==> src/rtl/xain_pkg.sv <==
// rtl/xain_pkg.sv - shared constants and types for the ROM download router
// Memory map: SDRAM region [0, SDR_END), BRAM region BRAM_CHIPS chips of
// BRAM_CHIP_BYTES each starting at BRAM_START; everything else is out of map.
package xain_pkg;

    localparam logic [24:0] SDR_END         = 25'h0100000;
    localparam logic [24:0] BRAM_START      = 25'h0100000;
    localparam logic [24:0] BRAM_CHIP_BYTES = 25'h0008000;
    localparam int          BRAM_CHIPS      = 6;

    typedef enum logic [2:0] {
        IDLE,
        COLLECT,
        ISSUE,
        WAIT_RDY,
        FLUSH,
        DONE
    } rdl_state_t;

    typedef enum logic [1:0] {
        RG_SDR,
        RG_BRAM,
        RG_NONE
    } rdl_region_t;

endpackage

==> src/rtl/rdl_addr_decode.sv <==
// rtl/rdl_addr_decode.sv - combinational ioctl address decoder
// Ports:
//   addr     in  25  ioctl byte offset
//   region   out     RG_SDR / RG_BRAM / RG_NONE
//   chip_cs  out 6   one-hot BRAM chip select (zero unless RG_BRAM)
//   chip_off out 20  byte offset within the selected chip
module rdl_addr_decode
    import xain_pkg::*;
(
    input  logic [24:0]  addr,
    output rdl_region_t  region,
    output logic [5:0]   chip_cs,
    output logic [19:0]  chip_off
);

    logic [24:0] rel;
    logic [24:0] idx;
    logic [24:0] rem;

    always_comb begin
        rel      = addr - BRAM_START;
        idx      = rel / BRAM_CHIP_BYTES;
        rem      = rel % BRAM_CHIP_BYTES;
        region   = RG_NONE;
        chip_cs  = 6'b000000;
        chip_off = 20'(rem);
        if (addr < SDR_END) begin
            region = RG_SDR;
        end else if ((addr >= BRAM_START) && (idx < 25'(BRAM_CHIPS))) begin
            region  = RG_BRAM;
            chip_cs = 6'b000001 << idx;
        end
    end

endmodule

==> src/rtl/rom_download_router.sv <==
// rtl/rom_download_router.sv - routes the ioctl ROM stream to SDRAM words and BRAM bytes
// Ports:
//   clk, reset                      clock, synchronous active-high reset
//   ioctl_download/index/wr/addr/data  byte stream in; ioctl_wait throttles it
//   sdr_addr/data/be/req, sdr_rdy   SDRAM ch3 write port (req held until rdy)
//   bram_addr/data/cs/wr            BRAM byte write port (registered)
//   busy, load_done                 status; load_done pulses in DONE
//   err_overflow, err_timeout       sticky errors, cleared on reset or download rise
//   checksum                        byte sum when ROM_CHECKSUM_EN is defined, else 0
// Optional feature macro: ROM_CHECKSUM_EN
module rom_download_router
    import xain_pkg::*;
#(
    parameter logic [24:0] SDR_BASE    = 25'h0000000,
    parameter int          TIMEOUT_CYC = 4096
) (
    input  logic        clk,
    input  logic        reset,
    input  logic        ioctl_download,
    input  logic [15:0] ioctl_index,
    input  logic        ioctl_wr,
    input  logic [24:0] ioctl_addr,
    input  logic [7:0]  ioctl_data,
    output logic        ioctl_wait,
    output logic [24:0] sdr_addr,
    output logic [15:0] sdr_data,
    output logic [1:0]  sdr_be,
    output logic        sdr_req,
    input  logic        sdr_rdy,
    output logic [19:0] bram_addr,
    output logic [7:0]  bram_data,
    output logic [5:0]  bram_cs,
    output logic        bram_wr,
    output logic        busy,
    output logic        load_done,
    output logic        err_overflow,
    output logic        err_timeout,
    output logic [15:0] checksum
);

    localparam int              CNT_W    = $clog2(TIMEOUT_CYC + 1);
    localparam logic [CNT_W-1:0] CNT_LAST = CNT_W'(TIMEOUT_CYC - 1);

    rdl_state_t       state_q, state_d;
    logic             dl_q;
    logic             lo_vld_q, lo_vld_d;
    logic [7:0]       lo_q, lo_d;
    logic [23:0]      word_addr_q, word_addr_d;
    logic             skid_vld_q, skid_vld_d;
    logic [24:0]      skid_addr_q, skid_addr_d;
    logic [7:0]       skid_data_q, skid_data_d;
    logic             req_q, req_d;
    logic [24:0]      sdr_addr_q, sdr_addr_d;
    logic [15:0]      sdr_data_q, sdr_data_d;
    logic [1:0]       sdr_be_q, sdr_be_d;
    logic             bram_wr_q, bram_wr_d;
    logic [5:0]       bram_cs_q, bram_cs_d;
    logic [19:0]      bram_addr_q, bram_addr_d;
    logic [7:0]       bram_data_q, bram_data_d;
    logic             wait_q, wait_d;
    logic             ovf_q, ovf_d;
    logic             tmo_q, tmo_d;
    logic [CNT_W-1:0] cnt_q, cnt_d;

    logic        acc;
    logic        rise;
    logic [24:0] cur_addr;
    logic [7:0]  cur_data;
    rdl_region_t cur_region;
    logic [5:0]  cur_cs;
    logic [19:0] cur_off;
    logic        same_word;
    logic        take;
    logic        commit;

    assign acc  = ioctl_wr && (ioctl_index == 16'h0000) && ioctl_download;
    assign rise = ioctl_download && !dl_q;

    // A byte parked in the skid is always older than anything on the bus.
    assign cur_addr = skid_vld_q ? skid_addr_q : ioctl_addr;
    assign cur_data = skid_vld_q ? skid_data_q : ioctl_data;

    rdl_addr_decode u_decode (
        .addr     (cur_addr),
        .region   (cur_region),
        .chip_cs  (cur_cs),
        .chip_off (cur_off)
    );

    assign same_word = (cur_region == RG_SDR) && (cur_addr[24:1] == word_addr_q);
    assign take      = (state_q == COLLECT) && (skid_vld_q || acc);
    // A pending half word must leave before a byte from another word/region lands.
    assign commit    = take && !(lo_vld_q && !same_word);

    always_ff @(posedge clk) begin
        if (reset) begin
            state_q     <= IDLE;
            dl_q        <= 1'b0;
            lo_vld_q    <= 1'b0;
            lo_q        <= 8'h00;
            word_addr_q <= 24'h000000;
            skid_vld_q  <= 1'b0;
            skid_addr_q <= 25'h0000000;
            skid_data_q <= 8'h00;
            req_q       <= 1'b0;
            sdr_addr_q  <= 25'h0000000;
            sdr_data_q  <= 16'h0000;
            sdr_be_q    <= 2'b00;
            bram_wr_q   <= 1'b0;
            bram_cs_q   <= 6'b000000;
            bram_addr_q <= 20'h00000;
            bram_data_q <= 8'h00;
            wait_q      <= 1'b0;
            ovf_q       <= 1'b0;
            tmo_q       <= 1'b0;
            cnt_q       <= '0;
        end else begin
            state_q     <= state_d;
            dl_q        <= ioctl_download;
            lo_vld_q    <= lo_vld_d;
            lo_q        <= lo_d;
            word_addr_q <= word_addr_d;
            skid_vld_q  <= skid_vld_d;
            skid_addr_q <= skid_addr_d;
            skid_data_q <= skid_data_d;
            req_q       <= req_d;
            sdr_addr_q  <= sdr_addr_d;
            sdr_data_q  <= sdr_data_d;
            sdr_be_q    <= sdr_be_d;
            bram_wr_q   <= bram_wr_d;
            bram_cs_q   <= bram_cs_d;
            bram_addr_q <= bram_addr_d;
            bram_data_q <= bram_data_d;
            wait_q      <= wait_d;
            ovf_q       <= ovf_d;
            tmo_q       <= tmo_d;
            cnt_q       <= cnt_d;
        end
    end

    always_comb begin
        state_d     = state_q;
        lo_vld_d    = lo_vld_q;
        lo_d        = lo_q;
        word_addr_d = word_addr_q;
        skid_vld_d  = skid_vld_q;
        skid_addr_d = skid_addr_q;
        skid_data_d = skid_data_q;
        req_d       = req_q;
        sdr_addr_d  = sdr_addr_q;
        sdr_data_d  = sdr_data_q;
        sdr_be_d    = sdr_be_q;
        bram_wr_d   = 1'b0;
        bram_cs_d   = 6'b000000;
        bram_addr_d = bram_addr_q;
        bram_data_d = bram_data_q;
        ovf_d       = ovf_q;
        tmo_d       = tmo_q;
        cnt_d       = cnt_q;

        if (rise) begin
            ovf_d = 1'b0;
            tmo_d = 1'b0;
        end

        case (state_q)
            IDLE: begin
                if (rise) state_d = COLLECT;
            end
            COLLECT: begin
                if (take) begin
                    // Source ignored a full skid: the bus byte is lost.
                    if (skid_vld_q && acc) ovf_d = 1'b1;
                    if (!commit) begin
                        skid_vld_d  = 1'b1;
                        skid_addr_d = cur_addr;
                        skid_data_d = cur_data;
                        sdr_addr_d  = SDR_BASE + {word_addr_q, 1'b0};
                        sdr_data_d  = {8'h00, lo_q};
                        sdr_be_d    = 2'b01;
                        lo_vld_d    = 1'b0;
                        state_d     = ISSUE;
                    end else begin
                        skid_vld_d = 1'b0;
                        case (cur_region)
                            RG_SDR: begin
                                if (cur_addr[0]) begin
                                    // Odd byte always closes its word.
                                    sdr_addr_d = SDR_BASE + {cur_addr[24:1], 1'b0};
                                    sdr_data_d = {cur_data, lo_vld_q ? lo_q : 8'h00};
                                    sdr_be_d   = {1'b1, lo_vld_q};
                                    lo_vld_d   = 1'b0;
                                    state_d    = ISSUE;
                                end else begin
                                    lo_d        = cur_data;
                                    lo_vld_d    = 1'b1;
                                    word_addr_d = cur_addr[24:1];
                                end
                            end
                            RG_BRAM: begin
                                bram_wr_d   = 1'b1;
                                bram_cs_d   = cur_cs;
                                bram_addr_d = cur_off;
                                bram_data_d = cur_data;
                            end
                            default: ovf_d = 1'b1;
                        endcase
                    end
                end else if (!ioctl_download) begin
                    if (lo_vld_q) begin
                        sdr_addr_d = SDR_BASE + {word_addr_q, 1'b0};
                        sdr_data_d = {8'h00, lo_q};
                        sdr_be_d   = 2'b01;
                        lo_vld_d   = 1'b0;
                        state_d    = FLUSH;
                    end else begin
                        state_d = DONE;
                    end
                end
            end
            ISSUE: begin
                req_d   = 1'b1;
                cnt_d   = '0;
                state_d = WAIT_RDY;
            end
            WAIT_RDY: begin
                if (sdr_rdy) begin
                    req_d   = 1'b0;
                    state_d = COLLECT;
                end else if (cnt_q == CNT_LAST) begin
                    req_d   = 1'b0;
                    tmo_d   = 1'b1;
                    state_d = COLLECT;
                end else begin
                    cnt_d = cnt_q + 1'b1;
                end
            end
            FLUSH: begin
                // First FLUSH cycle raises req; later cycles wait for the commit.
                if (!req_q) begin
                    req_d = 1'b1;
                    cnt_d = '0;
                end else if (sdr_rdy) begin
                    req_d   = 1'b0;
                    state_d = DONE;
                end else if (cnt_q == CNT_LAST) begin
                    req_d   = 1'b0;
                    tmo_d   = 1'b1;
                    state_d = DONE;
                end else begin
                    cnt_d = cnt_q + 1'b1;
                end
            end
            DONE: begin
                state_d = IDLE;
            end
            default: state_d = IDLE;
        endcase

        // Strobes arriving while throttled land in the skid, or are lost if it is full.
        if ((state_q == ISSUE) || (state_q == WAIT_RDY) || (state_q == FLUSH)) begin
            if (acc) begin
                if (skid_vld_q) begin
                    ovf_d = 1'b1;
                end else begin
                    skid_vld_d  = 1'b1;
                    skid_addr_d = ioctl_addr;
                    skid_data_d = ioctl_data;
                end
            end
        end

        wait_d = (state_d == ISSUE) || (state_d == WAIT_RDY) || (state_d == FLUSH) || skid_vld_d;
    end

`ifdef ROM_CHECKSUM_EN
    logic [15:0] sum_q;

    always_ff @(posedge clk) begin
        if (reset || rise) begin
            sum_q <= 16'h0000;
        end else if (commit && (cur_region != RG_NONE)) begin
            sum_q <= sum_q + {8'h00, cur_data};
        end
    end

    assign checksum = sum_q;
`else
    assign checksum = 16'h0000;
`endif

    assign ioctl_wait   = wait_q;
    assign sdr_addr     = sdr_addr_q;
    assign sdr_data     = sdr_data_q;
    assign sdr_be       = sdr_be_q;
    assign sdr_req      = req_q;
    assign bram_addr    = bram_addr_q;
    assign bram_data    = bram_data_q;
    assign bram_cs      = bram_cs_q;
    assign bram_wr      = bram_wr_q;
    assign busy         = (state_q != IDLE);
    assign load_done    = (state_q == DONE);
    assign err_overflow = ovf_q;
    assign err_timeout  = tmo_q;

endmodule

==> config.mk <==
export PLATFORM = sky130hd
export DESIGN_NAME = rom_download_router
export DESIGN_NICKNAME = d
export VERILOG_FILES = /design/src/rtl/xain_pkg.sv /design/src/rtl/rdl_addr_decode.sv /design/src/rtl/rom_download_router.sv
export SDC_FILE = /design/constraint.sdc
export NUM_CORES = 1
export LEC_CHECK = 0
export ABC_AREA = 0
export BUFFER_PORTS_ARGS = -buffer_cell sky130_fd_sc_hd__buf_2
export CORE_MARGIN = 2
export CORE_UTILIZATION = 55
export DETAILED_ROUTE_END_ITERATION = 10
export HOLD_SLACK_MARGIN = 0.03
export MAX_ROUTING_LAYER = met4
export PLACE_DENSITY = 0.8
export SLEW_MARGIN = 15
export SYNTH_ARGS = -nofsm -noshare
export SYNTH_HDL_FRONTEND = slang
export SYNTH_SLANG_ARGS = --single-unit
==> constraint.sdc <==
create_clock -name clk -period 4 [get_ports clk]
set_input_delay 0.2 -clock clk [delete_from_list [all_inputs] [get_ports clk]]
set_output_delay 0.2 -clock clk [all_outputs]
set_load 0.01 [all_outputs]
==> results by group <==
Place
  • Placed Cells: between 1000 and 1500
  • Setup WS pre-CTS: 0.644 ns
  • Placer Congestion: roughly 0.94
  • DPL Wire Length: between 10000 and 15000 um
  • Port Buffers: about 130

Layout
  • Layout fillers: about 1100
  • # nets final: around 960
  • Layout area overhead: 17.8%
  • Post-route insts no fill: between 1000 and 1500
  • Layout cells sized above 1: 24.6%
  • ANT cells: 0

Clock network
  • Hold_buf cts: 0
  • # clock sinks: between 150 and 200
  • # resized after CTS: 0
  • TritonCTS clock tree: yes
  • CTS Buf Count: 17
  • # H-tree levels: 4
  • Clock latency on the worst-skew pair: ~0.43 ns
  • Clock slew at reported path FFs: ~0.07 ns
  • Clk root buf: clkbuf_16
  • Clk buf depth: 2
  • Post-CTS setup buffer count: 0

Logic synthesis
  • Gate Count Post-Synth: about 800
  • Mapped Area: approximately 0.0073 sq mm
  • Yosys cell types: 60
  • Largest family of logic cells by synthesized area: compound AO/OA/AOI/OAI gates
  • Mux contribution to synthesized area: 9.49%
  • Adder-Cell Fraction of Synth Area: 0.345%
  • Synth Area in Simple Gates: between 10% and 20%
  • Share of the synthesized area in the top cell type: between 40% and 50%
  • Yosys reg bits: 160
  • Synth warnings: 0
  • Xor/xnor cell area share of the yosys netlist: around 4%
  • Synthesized area per cell: between 9 and 10 sq um
  • Synth Flop Type: dfxtp_1
  • Sequential fraction of the synthesis area: between 40% and 50%
  • Ys async rst share: 0%
  • Largest area contributor in the netlist: dfxtp_1
  • Compound-Gate Fraction of Synth Area: 19.1%
  • Largest cells by area after synthesis: dfxtp_1 44%, a21oi_1 5.9%, mux2i_1 4.6%
  • Number of synthesized flops with an enable pin: 0

Timing
  • Final period util: 86.6%
  • Final WS setup: between 0.5 and 0.6 ns
  • Fin. max-slew vios: 0
  • Clock Skews: 0.0121 ns
  • Slew HR: a little under 30%
  • Worst slew pin tran: approximately 1.1 ns
  • Setup TNS: 0 ns
  • FMAX: 0.289 GHz
  • Final setup viols: 0
  • Minimum clock period: between 3 and 4 ns
  • RSZ-0062 raised after global routing: no
  • Hold Fails Final Rpt: 0

Floorplan
  • Row cnt: a little over 40
  • Placeable Area: between 0.01 and 0.015 sq mm
  • Initial Util: a little under three fifths
  • Die span in x: 119 um
  • DIE AREA: 0.0141 sq mm
  • # IOs: about 150
  • Chip height: 119 um

Detailed routing
  • Pre-antenna DRT Iters: 5
  • Via density: a little under 6
  • Iteration-0 DRC Markers: 539
  • Vias: roughly 6500
  • Post-DRT Antenna Nets: 0
  • Residual DRC: 0
  • Routed wire length per instance: 17.8 um
  • Final wirelength: slightly below 20000 um

Setup path
  • Slowest stage delay, CP: a little under 0.7 ns
  • FF-to-FF End: sdr_addr[7]$_SDFFE_PP0P_
  • Worst-path cell chain: buf_4, mux2i_1, buf_4, xnor2_1, nor4_1, and4_1, a21o_2, buf_12, mux2i_1, o2bb2ai_1
  • Critical Path AT: 3.78 ns
  • CP max stage cell: dfxtp_2
  • RR Startpoint: skid_vld_q$_SDFF_PP0_
  • Setup crit start kind: flop
  • CP max FO: 52
  • Required @ worst endpoint: around 4.3 ns
  • Crit path kind: reg2reg
  • Worst R2R Path Depth: 10
  • R2R Setup Slk: approximately 0.54 ns
  • Critical path capture point type: flop

Global route
  • Tot GR Track Use: roughly 28%
  • GR peak layer: met2
  • M2 GR Usage: 44.4%
  • Initial antenna violation count: 0
  • First-pass GRT wire length: between 30000 and 40000 um
  • Largest net degree at the start of global routing: about 70
  • GR Overflow Total: 0
  • Met1 GRT Util: approximately 36%
  • Vias in the first global route: 5998
  • Met3 usage: under 10%

Power
  • VDD IR max: ~0.00032 V
  • Power per cell area: around 400 mW/mm^2
  • Static Leakage: 3.20 nW

Status
  • Outcome: completed

Hold path
  • Worst hold path type: in2reg
  • Worst Hold Depth: 3
  • Worst Min Path Start: ioctl_data[2]
  • Worst Hold End: skid_data_q[2]$_SDFF_PP0_

Flow run
  • Max cap viols: 0
==> kinds of logic after synthesis <==
logic type	count (synthesis)
buffers and inverters	96
adder cells (fa/ha/maj)	2
AO/OA/AOI/OAI	218
multiplexers	63
AND/OR/NAND/NOR	217
XOR/XNOR	33
other	1
flip-flops	160
==> routing by layer <==
layer	vias to the layer above	wire, um
li1	3072	-
met1	3048	8340
met2	284	8990
met3	53	1450
met4	0	578
met5	-	0
==> critical path: cells and delay by family (launching register included) <==
family                 cells  cell delay (ns)
AND/OR/NAND/NOR            2             0.88
buffers and inverters      3             0.74
flip-flops                 1             0.69
multiplexers               2             0.49
AO/OA/AOI/OAI              2             0.41
XOR/XNOR                   1             0.10
==> where the power goes <==
| group | total [W] | leakage (nW) | internal, W | switching (W) |
|---|---|---|---|---|
| combinational | 0.000181 | 1.63 | 0.0000618 | 0.000120 |
| sequential | 0.00160 | 1.29 | 0.00160 | 0.00000563 |
| clock | 0.00166 | 0.279 | 0.00100 | 0.000657 |
==> per-stage QoR <==
step	hold slack [ns]	power (W)	area, sq um	utilization (%)
after floorplan	0.328	0.00176	7330	-
after global placement	0.435	0.00181	7940	62.4
after detailed placement	0.442	0.00182	7940	62.4
after CTS	0.0313	0.00345	8540	67.2
after global routing	0.0470	0.00354	8540	67.2
final	0.0446	0.00344	8540	67.2
==> worst max-delay path by stage <==
stage / startpoint / to / slack [ns]
3_3_place_gp: skid_vld_q$_SDFF_PP0_ / sdr_data[2]$_SDFFE_PP0P_ / 0.71
5_1_grt: skid_vld_q$_SDFF_PP0_ / sdr_addr[7]$_SDFFE_PP0P_ / 0.26
3_5_place_dp: skid_vld_q$_SDFF_PP0_ / sdr_addr[7]$_SDFFE_PP0P_ / 0.64
4_1_cts: skid_vld_q$_SDFF_PP0_ / sdr_data[1]$_SDFFE_PP0P_ / 0.61
6_report: skid_vld_q$_SDFF_PP0_ / sdr_addr[7]$_SDFFE_PP0P_ / 0.54
2_1_floorplan: skid_vld_q$_SDFF_PP0_ / word_addr_q[17]$_SDFFE_PP0P_ / 1.18
==> sequential cells by signal (all words and copies together), names as in the netlist, 2 cells and up <==
register and flops:
lo_q 8, sdr_addr 24, skid_addr_q 25, bram_cs 6
word_addr_q 24, bram_addr 15, cnt_q 13, skid_data_q 8
state_q 3, bram_data 8, sdr_be 2, sdr_data 16
==> final cells by class <==
type,instances,area (sq um),share of cell area (%)
inverters,17,63.8,0.747
flip-flops and latches,160,3200,37.5
multi-input cells,555,3650,42.7
well taps,172,215,2.52
clock inverters,12,159,1.86
clock buffers,20,447,5.23
repair buffers,149,806,9.43
==> placed cells by master, fill, tap and decap left out, drive strengths merged, types with 20 or more instances in the layout <==
master / n
o2bb2ai: 32
nand3: 47
nor2: 33
a21oi: 86
a211oi: 22
dfxtp: 160
mux2i: 36
buf: 149
conb: 22
mux2: 27
nor3: 58
o21ai: 50
clkbuf: 20
==> cell usage after synthesis, drive strengths merged (8+ instances only) <==
cell,count
mux2,27
a22o,8
nand2,16
clkbuf,32
buf,47
nand4,9
nand3,47
a211oi,22
mux2i,36
nor2,33
inv,17
nor3,58
nor4,14
xnor2,15
o2bb2ai,32
nor3b,12
xor2,18
a21oi,86
dfxtp,160
o21ai,50
Power figures use the tool's default switching activity.
